File: config.mk
export PLATFORM = sky130hd
export DESIGN_NAME = ysyx_23060208_ifu_flat
export DESIGN_NICKNAME = d
export VERILOG_FILES = /design/src/rtl/ysyx_23060208_ifu_if.sv /design/src/rtl/ysyx_23060208_ifu.sv /design/src/flat_wrapper.sv
export SDC_FILE = /design/constraint.sdc
export NUM_CORES = 1
export LEC_CHECK = 0
export BUFFER_PORTS_ARGS = -buffer_cell sky130_fd_sc_hd__buf_2
export CORE_MARGIN = 8
export CORE_UTILIZATION = 30
export DETAILED_ROUTE_END_ITERATION = 16
export GPL_TIMING_DRIVEN = 0
export PLACE_DENSITY_LB_ADDON = 0.08
export SETUP_SLACK_MARGIN = 0.02
export SYNTH_ARGS = -nofsm -noshare
export SYNTH_HDL_FRONTEND = slang
export SYNTH_SLANG_ARGS = --single-unit
File: constraint.sdc
create_clock -name clk -period 3.8 [get_ports clk]
set_clock_uncertainty 0.05 [all_clocks]
set_input_delay 0.57 -clock clk [delete_from_list [all_inputs] [get_ports clk]]
set_output_delay 0.57 -clock clk [all_outputs]
set_load 0.02 [all_outputs]
File: src/rtl/ysyx_23060208_ifu_if.sv
// Purpose: bundles the IFU's PC input, AXI4-Lite read channel and decode-side handshake.
// Latency: none, wires only.
// Backpressure: carries arready/rvalid from the bus and inst_ready from decode.
interface ysyx_23060208_ifu_if #(
    parameter int DATA_WIDTH = 32
);
    // PC register side
    logic [DATA_WIDTH-1:0] pc;
    logic                  fetch_req;

    // AXI4-Lite read address / read data channels
    logic [DATA_WIDTH-1:0] araddr;
    logic                  arvalid;
    logic                  arready;
    logic [DATA_WIDTH-1:0] rdata;
    logic [1:0]            rresp;
    logic                  rvalid;
    logic                  rready;

    // Decode-stage handoff
    logic [DATA_WIDTH-1:0] inst;
    logic [DATA_WIDTH-1:0] inst_pc;
    logic                  inst_err;
    logic                  inst_valid;
    logic                  inst_ready;

    // IFU side of the bundle
    modport master (
        input  pc, fetch_req,
        input  arready, rdata, rresp, rvalid,
        input  inst_ready,
        output araddr, arvalid, rready,
        output inst, inst_pc, inst_err, inst_valid
    );

    // Environment side: PC register, memory slave and decode stage
    modport slave (
        output pc, fetch_req,
        output arready, rdata, rresp, rvalid,
        output inst_ready,
        input  araddr, arvalid, rready,
        input  inst, inst_pc, inst_err, inst_valid
    );
endinterface

File: src/rtl/ysyx_23060208_ifu.sv
// Purpose: turns one fetch_req into one AXI4-Lite read of pc and hands the word to decode.
// Latency: fetch_req -> inst_valid is 3 cycles with a zero-wait slave, 1 cycle for a misaligned pc.
// Backpressure: holds inst/inst_pc/inst_err until inst_ready; one extra request is queued in pending.
module ysyx_23060208_ifu #(
    parameter int DATA_WIDTH = 32
) (
    input  logic                         clk,
    input  logic                         rst,
    ysyx_23060208_ifu_if.master          bus
);

    typedef enum logic [1:0] {
        IDLE = 2'd0,
        AR   = 2'd1,
        R    = 2'd2,
        HOLD = 2'd3
    } state_t;

    state_t                state;
    logic                  pending;
    logic [DATA_WIDTH-1:0] araddr_q;
    logic                  arvalid_q;
    logic                  rready_q;
    logic [DATA_WIDTH-1:0] inst_q;
    logic [DATA_WIDTH-1:0] inst_pc_q;
    logic                  inst_err_q;
    logic                  inst_valid_q;

    assign bus.araddr     = araddr_q;
    assign bus.arvalid    = arvalid_q;
    assign bus.rready     = rready_q;
    assign bus.inst       = inst_q;
    assign bus.inst_pc    = inst_pc_q;
    assign bus.inst_err   = inst_err_q;
    assign bus.inst_valid = inst_valid_q;

    // Fetch FSM; handshake outputs are registered alongside the state so they
    // always match it and never see a combinational path from any input.
    always_ff @(posedge clk or negedge rst) begin
        if (!rst) begin
            state        <= IDLE;
            pending      <= 1'b0;
            araddr_q     <= '0;
            arvalid_q    <= 1'b0;
            rready_q     <= 1'b0;
            inst_q       <= '0;
            inst_pc_q    <= '0;
            inst_err_q   <= 1'b0;
            inst_valid_q <= 1'b0;
        end else begin
            unique case (state)
                IDLE: begin
                    // A queued request and a fresh one in the same cycle collapse into one fetch.
                    if (bus.fetch_req || pending) begin
                        araddr_q  <= bus.pc;
                        inst_pc_q <= bus.pc;
                        pending   <= 1'b0;
                        if (bus.pc[1:0] == 2'b00) begin
                            state     <= AR;
                            arvalid_q <= 1'b1;
                        end else begin
                            // Misaligned: report a fault without touching the bus.
                            state        <= HOLD;
                            inst_q       <= '0;
                            inst_err_q   <= 1'b1;
                            inst_valid_q <= 1'b1;
                        end
                    end
                end
                AR: begin
                    if (bus.fetch_req) begin
                        pending <= 1'b1;
                    end
                    // arvalid stays up with araddr frozen until the slave takes it.
                    if (bus.arready) begin
                        state     <= R;
                        arvalid_q <= 1'b0;
                        rready_q  <= 1'b1;
                    end
                end
                R: begin
                    if (bus.fetch_req) begin
                        pending <= 1'b1;
                    end
                    // Data is kept even on an error response so decode can inspect it.
                    if (bus.rvalid) begin
                        state        <= HOLD;
                        rready_q     <= 1'b0;
                        inst_q       <= bus.rdata;
                        inst_err_q   <= (bus.rresp != 2'b00);
                        inst_valid_q <= 1'b1;
                    end
                end
                HOLD: begin
                    // A request on the handoff edge is queued and started from IDLE next cycle.
                    if (bus.fetch_req) begin
                        pending <= 1'b1;
                    end
                    if (bus.inst_ready) begin
                        state        <= IDLE;
                        inst_valid_q <= 1'b0;
                    end
                end
                default: begin
                    state <= IDLE;
                end
            endcase
        end
    end

endmodule

File: src/flat_wrapper.sv
// flat-port wrapper written by rule: the top's interface ports become plain ports
module ysyx_23060208_ifu_flat 
#(
    parameter int DATA_WIDTH = 32
)
  (clk, rst, bus_pc, bus_fetch_req, bus_arready, bus_rdata, bus_rresp, bus_rvalid, bus_inst_ready, bus_araddr, bus_arvalid, bus_rready, bus_inst, bus_inst_pc, bus_inst_err, bus_inst_valid);
  ysyx_23060208_ifu_if #(.DATA_WIDTH(DATA_WIDTH)) bus_i ();
  input  logic clk;
  input  logic rst;
  input wire logic [$bits(bus_i.pc)-1:0] bus_pc;
  input wire logic [$bits(bus_i.fetch_req)-1:0] bus_fetch_req;
  input wire logic [$bits(bus_i.arready)-1:0] bus_arready;
  input wire logic [$bits(bus_i.rdata)-1:0] bus_rdata;
  input wire logic [$bits(bus_i.rresp)-1:0] bus_rresp;
  input wire logic [$bits(bus_i.rvalid)-1:0] bus_rvalid;
  input wire logic [$bits(bus_i.inst_ready)-1:0] bus_inst_ready;
  output wire logic [$bits(bus_i.araddr)-1:0] bus_araddr;
  output wire logic [$bits(bus_i.arvalid)-1:0] bus_arvalid;
  output wire logic [$bits(bus_i.rready)-1:0] bus_rready;
  output wire logic [$bits(bus_i.inst)-1:0] bus_inst;
  output wire logic [$bits(bus_i.inst_pc)-1:0] bus_inst_pc;
  output wire logic [$bits(bus_i.inst_err)-1:0] bus_inst_err;
  output wire logic [$bits(bus_i.inst_valid)-1:0] bus_inst_valid;
  assign bus_i.pc = bus_pc;
  assign bus_i.fetch_req = bus_fetch_req;
  assign bus_i.arready = bus_arready;
  assign bus_i.rdata = bus_rdata;
  assign bus_i.rresp = bus_rresp;
  assign bus_i.rvalid = bus_rvalid;
  assign bus_i.inst_ready = bus_inst_ready;
  assign bus_araddr = bus_i.araddr;
  assign bus_arvalid = bus_i.arvalid;
  assign bus_rready = bus_i.rready;
  assign bus_inst = bus_i.inst;
  assign bus_inst_pc = bus_i.inst_pc;
  assign bus_inst_err = bus_i.inst_err;
  assign bus_inst_valid = bus_i.inst_valid;
  ysyx_23060208_ifu #(.DATA_WIDTH(DATA_WIDTH)) u_core (.clk(clk), .rst(rst), .bus(bus_i));
endmodule
## Word-level counts from Yosys, hierarchy flattened

Cells that the tools add are included.

| storage, ports and cells | value |
|---|---|
| bits of input ports | 72 |
| output and inout port bits | 100 |
| flip-flop bits (word level) | 71 |
| logic and storage cells | 61 |

| cells by class | value |
|---|---|
| equality and inequality tests | 10 |
| multiplexer cells | 27 |
| reductions and logical operators | 16 |

Operators with widths:

| cell | number |
|---|---|
| $mux W32 | 3 |
| $pmux W32 S2 | 1 |
| $mux W1 | 12 |
| $reduce_and A4 Y1 | 3 |
| $mux W2 | 5 |
| $ne A2 B2 Y1 const B | 4 |
| $pmux W1 S2 | 4 |
| $pmux W2 S4 | 1 |
| $reduce_bool A2 Y1 | 4 |
| $ne A2 B1 Y1 const B | 3 |
| $reduce_and A5 Y1 | 1 |
| $eq A2 B2 Y1 const B | 2 |
| $logic_not A2 Y1 | 2 |
| $reduce_and A2 Y1 | 2 |
| $pmux W1 S3 | 1 |
| $reduce_and A3 Y1 | 1 |
| $reduce_bool A3 Y1 | 1 |
| $reduce_or A3 Y1 | 1 |
| $eq A2 B1 Y1 const B | 1 |
| $logic_or A1 B1 Y1 | 1 |

## Longest topological paths before layout

| logic depth | value |
|---|---|
| word-level depth | 4 |
| mapped depth | 9 |
| depth with buffers taken out | 6 |

## Worst setup path after synthesis

Ideal clock, no wire load.

| timing path | value |
|---|---|
| path type | reg2reg |
| start | register u_core.state[0] |
| end | register u_core.inst_q[12] (netlist: u_core.bus.inst[12]) |
| arrival | 1.494 ns |
| period minus slack after synthesis | 1.678 ns |
| buffers on the path | 3 |
| slack | 2.122 ns |
| cell stages (with the launch flop) | 10 |
| path through | dfrtp_1 inv_1 ha_1 buf_2 nand2b_1 a22o_1 buf_6 buf_6 nand2_1 o21ai_0 |

| between the ends | value |
|---|---|
| cells in the longest elaborated chain, start to end | 3 |
| elaborated cells between the ends (all ways) | 8 |

RTL lines:

| what | RTL line | text |
|---|---|---|
| start: declaration | ysyx_23060208_ifu.sv:19 | `state_t state;` |
| start signal: assignment | ysyx_23060208_ifu.sv:41 | `state <= IDLE;` |
| start signal: assignment | ysyx_23060208_ifu.sv:59 | `state <= AR;` |
| start signal: assignment | ysyx_23060208_ifu.sv:63 | `state <= HOLD;` |
| $eq A2 B2 Y1 / $logic_not A2 Y1 (equally long branches) | ysyx_23060208_ifu.sv:51 | `unique case (state)` |
| $ne A2 B2 Y1 (no source line) (tied with other cells) | n/a |  |
| $reduce_and A4 Y1 (no source line) | n/a |  |
| end signal: assignment | ysyx_23060208_ifu.sv:89 | `inst_q <= bus.rdata;` |
| end: declaration | ysyx_23060208_ifu.sv:24 | `logic [DATA_WIDTH-1:0] inst_q;` |

Several ways; a longest one is shown, not always the timed one.
A chain may end at the register's enable or synchronous reset.

## Final worst setup path

| timing path | value |
|---|---|
| start | register u_core.state[0] |
| end | register u_core.inst_q[19] (netlist: u_core.bus.inst[19]) |

Same word-level chain as after synthesis.

==> flow_summary.ini <==
[logic_synthesis]
postSynthCellCount = 281
yosys.cell_types.count = 22
post_synth.cell_area_avg_sq_um = 11.1
synth.yosys.seq_area_share_pct = 56.9
synth_fp_nets = 358
synth.yosys.warnings = 0
mapped_cell_area_sq_mm = 0.00312
yosys_register_bits = 71

[route]
antenna_violating_nets_post_route = 0
drt-wirelength-per-cell_microns = 14.7
totalWireLength_mm = 8.86
vias = 2598
routed_via_density = 4.29
drt-pass1-iter-count = 4
drtIter0Drc = 77
drc = 0

[setup_path]
crit_required_ns = 3.94
criticalPathCategory = flop to flop
arrival_ns = 2.09
r2r-end = u_core.bus.inst[19]$_DFFE_PN0P_
critical_path_peak_fanout = 10
critPathLaunchType = flop
reg2reg_from = u_core.state[0]$_DFFE_PN0P_
rr_worst_depth = 7
reg2reg_setup_slack_ns = 1.85
critPathCaptureType = flop

[placement]
place.detailed.hpwl_mm = 6.95
placed_area_sq_mm = 0.00417
place.port_buffers = 171
globalplace.congestion = 0.724

[timing]
max_clock_freq_mhz = 513
relSlewSlack_pct = 64.5
worstMarginPinSlew_ns = 0.532
grt_setup_unrepaired = no
min_period_over_period_pct = 51.3
fin_setup_tns_ns = 0
final-setup-viol-count = 0
fin_crit_ns = 1.95
report.final.slew_viol_count = 0
final-hold-violation-count = 0

[floorplan]
ports_placed_on_the_boundary = 172
dieArea_sq_mm = 0.0139
rows = 37
die-width_microns = 118
die_height_microns = 118
coreArea_sq_mm = 0.0102
initial_utilization_pct = 30.5

[final_layout]
final_layout_size_suffix_gt1_share_pct = 55.2
stdcell_area_sq_mm = 0.00436
final.fill_count = 1041
layout.nets = 541
syn2layout_area_growth_pct = 39.6
multi_input_comb_area_sq_um = 993
n_antenna_cell = 0
final-seq-area_sq_mm = 0.00178

[clock_tree]
ctsHoldBuffers = 0
numClockSinks = 71
cts_htree_levels = 3
cts_resized = 0
post_cts.repair.setup_buffers = 0
cts_tree = built
cts-buffers-inserted = 9
worst_skew_pair.late_latency_ns = 0.33
clockRootBuffer = sky130_fd_sc_hd__clkbuf_8
path_clk_slew_ns = 0.08
cts-root-to-sink-buffers = 2

[run_status]
run_status = completed

[grt]
grt_overflow_total = 0
grt_pass1_wl_mm = 14.7
antenna_found_initial = 0
grt_util_all_layers_pct = 13.0
first_global_vias = 2783
grt_start_max_net_pins = 41

[job]
max-cap-violations = 0

[power_and_ir_drop]
leakage_nw = 2.30
power-per-cell-area_mw_per_mm2 = 953
peakVddDrop_mv = 0.421

[worst_hold_path]
class_of_the_tightest_hold_or_removal_check = input pin to asynchronous set/reset pin
[sequential cells by signal, indices dropped and copies added (netlist names)]
signal	count
u_core.bus.rready	1
u_core.pending	1
u_core.state	2
u_core.bus.inst	32
u_core.bus.arvalid	1
u_core.bus.inst_err	1
u_core.bus.inst_valid	1
u_core.bus.inst_pc	32
[cell usage in the layout (no fill, tap or decap), types with 2 or more instances in the layout]
master	n
sky130_fd_sc_hd__o22ai_1	2
sky130_fd_sc_hd__mux2_1	2
sky130_fd_sc_hd__clkbuf_8	10
sky130_fd_sc_hd__nand2_1	68
sky130_fd_sc_hd__o21ai_0	24
sky130_fd_sc_hd__buf_6	5
sky130_fd_sc_hd__ha_1	5
sky130_fd_sc_hd__o21ai_1	11
sky130_fd_sc_hd__nor2_1	4
sky130_fd_sc_hd__buf_4	33
sky130_fd_sc_hd__mux2_2	32
sky130_fd_sc_hd__clkbuf_1	7
sky130_fd_sc_hd__a22o_1	3
sky130_fd_sc_hd__mux2i_1	2
sky130_fd_sc_hd__clkinv_2	3
sky130_fd_sc_hd__inv_1	5
sky130_fd_sc_hd__dfrtp_1	71
sky130_fd_sc_hd__buf_2	174
[cells in the mapped netlist]
library cell / count / area share [%]
sky130_fd_sc_hd__mux2_2: 32 / 12
sky130_fd_sc_hd__buf_2: 4 / 0.64
sky130_fd_sc_hd__clkbuf_1: 5 / 0.60
sky130_fd_sc_hd__nand2b_1: 1 / 0.20
sky130_fd_sc_hd__a22o_1: 3 / 0.84
sky130_fd_sc_hd__o21ai_0: 24 / 3.8
sky130_fd_sc_hd__mux2_1: 2 / 0.72
sky130_fd_sc_hd__a221oi_1: 1 / 0.28
sky130_fd_sc_hd__o41ai_1: 1 / 0.28
sky130_fd_sc_hd__o22ai_1: 2 / 0.40
sky130_fd_sc_hd__buf_4: 32 / 7.7
sky130_fd_sc_hd__mux2i_1: 2 / 0.64
sky130_fd_sc_hd__nor3_1: 1 / 0.16
sky130_fd_sc_hd__dfrtp_1: 71 / 57
sky130_fd_sc_hd__buf_6: 5 / 1.8
sky130_fd_sc_hd__o21ai_1: 11 / 1.8
sky130_fd_sc_hd__o31ai_1: 1 / 0.24
sky130_fd_sc_hd__ha_1: 5 / 2.0
sky130_fd_sc_hd__nand2_1: 68 / 8.2
sky130_fd_sc_hd__a211oi_1: 1 / 0.24
sky130_fd_sc_hd__nor2_1: 4 / 0.48
sky130_fd_sc_hd__inv_1: 5 / 0.60
[worst max-delay path: stages, from the launching register on]
cell,delay (ns)
sky130_fd_sc_hd__dfrtp_1,0.40
sky130_fd_sc_hd__inv_1,0.13
sky130_fd_sc_hd__ha_1,0.15
sky130_fd_sc_hd__buf_2,0.20
sky130_fd_sc_hd__nand2b_1,0.13
sky130_fd_sc_hd__a22o_1,0.20
sky130_fd_sc_hd__clkbuf_1,0.37
sky130_fd_sc_hd__o21ai_0,0.18
[worst max path at each step]
stage	from	endpoint	slack [ns]	cells past startpoint
after CTS	u_core.state[0]$_DFFE_PN0P_	u_core.bus.inst[28]$_DFFE_PN0P_	1.80	7
after global routing	u_core.state[0]$_DFFE_PN0P_	u_core.bus.inst[24]$_DFFE_PN0P_	1.66	7
after detailed placement	u_core.state[0]$_DFFE_PN0P_	u_core.bus.inst[25]$_DFFE_PN0P_	1.81	7
after floorplan	u_core.state[0]$_DFFE_PN0P_	u_core.bus.inst[12]$_DFFE_PN0P_	2.12	9
after global placement	rst	u_core.bus.inst_pc[26]$_DFFE_PN0P_	1.58	1
final	u_core.state[0]$_DFFE_PN0P_	u_core.bus.inst[19]$_DFFE_PN0P_	1.85	7
[power by group]
group,internal [mW],total (mW),switching (mW)
combinational,0.975,2.31,1.33
clock,0.319,0.600,0.281
sequential,1.07,1.25,0.188
total,2.36,4.16,1.80
[final cells by class]
class                           count  area share, %
Inverter                            5          0.430
Buffer                             46           7.69
Sequential cell                    71           40.7
Clock inverter                      4           1.03
Timing Repair Buffer              172           20.1
Multi-Input combinational cell    159           22.8
Tap cell                          136           3.90
Clock buffer                       12           3.33
[stage by stage]
| step | power [mW] | setup slack [ns] | utilization, % | hold slack (ns) | instances |
|---|---|---|---|---|---|
| after CTS | 4.25 | 1.80 | 42.6 | 0.123 | 605 |
| after detailed placement | 3.63 | 1.81 | 40.8 | 0.418 | 589 |
| after floorplan | 2.86 | 2.12 | - | 0.224 | 281 |
| after global routing | 4.48 | 1.66 | 42.6 | 0.126 | 605 |
| final | 4.16 | 1.85 | 42.6 | 0.116 | 605 |
| after global placement | 3.60 | 1.58 | 40.6 | 0.408 | 588 |
[routing by layer]
metal  global-route usage (%)  share of wire [%]  vias to the layer above
met5                        0                  0                        -
met4                     4.56                1.4                        0
met3                     4.46                7.2                       10
met2                     22.4                 49                      102
met1                     14.7                 42                     1226
li1                         -                  -                     1260
[logic make-up after synthesis]
kind of cell	count (synthesis)	synth area share, %
compound gates	44	7.89
fa+ha+maj	5	2.00
buf+inv	51	11.3
flops	71	56.9
mux	36	12.9
simple gates	74	9.01
No activity file was read; power rests on OpenSTA's default activity.
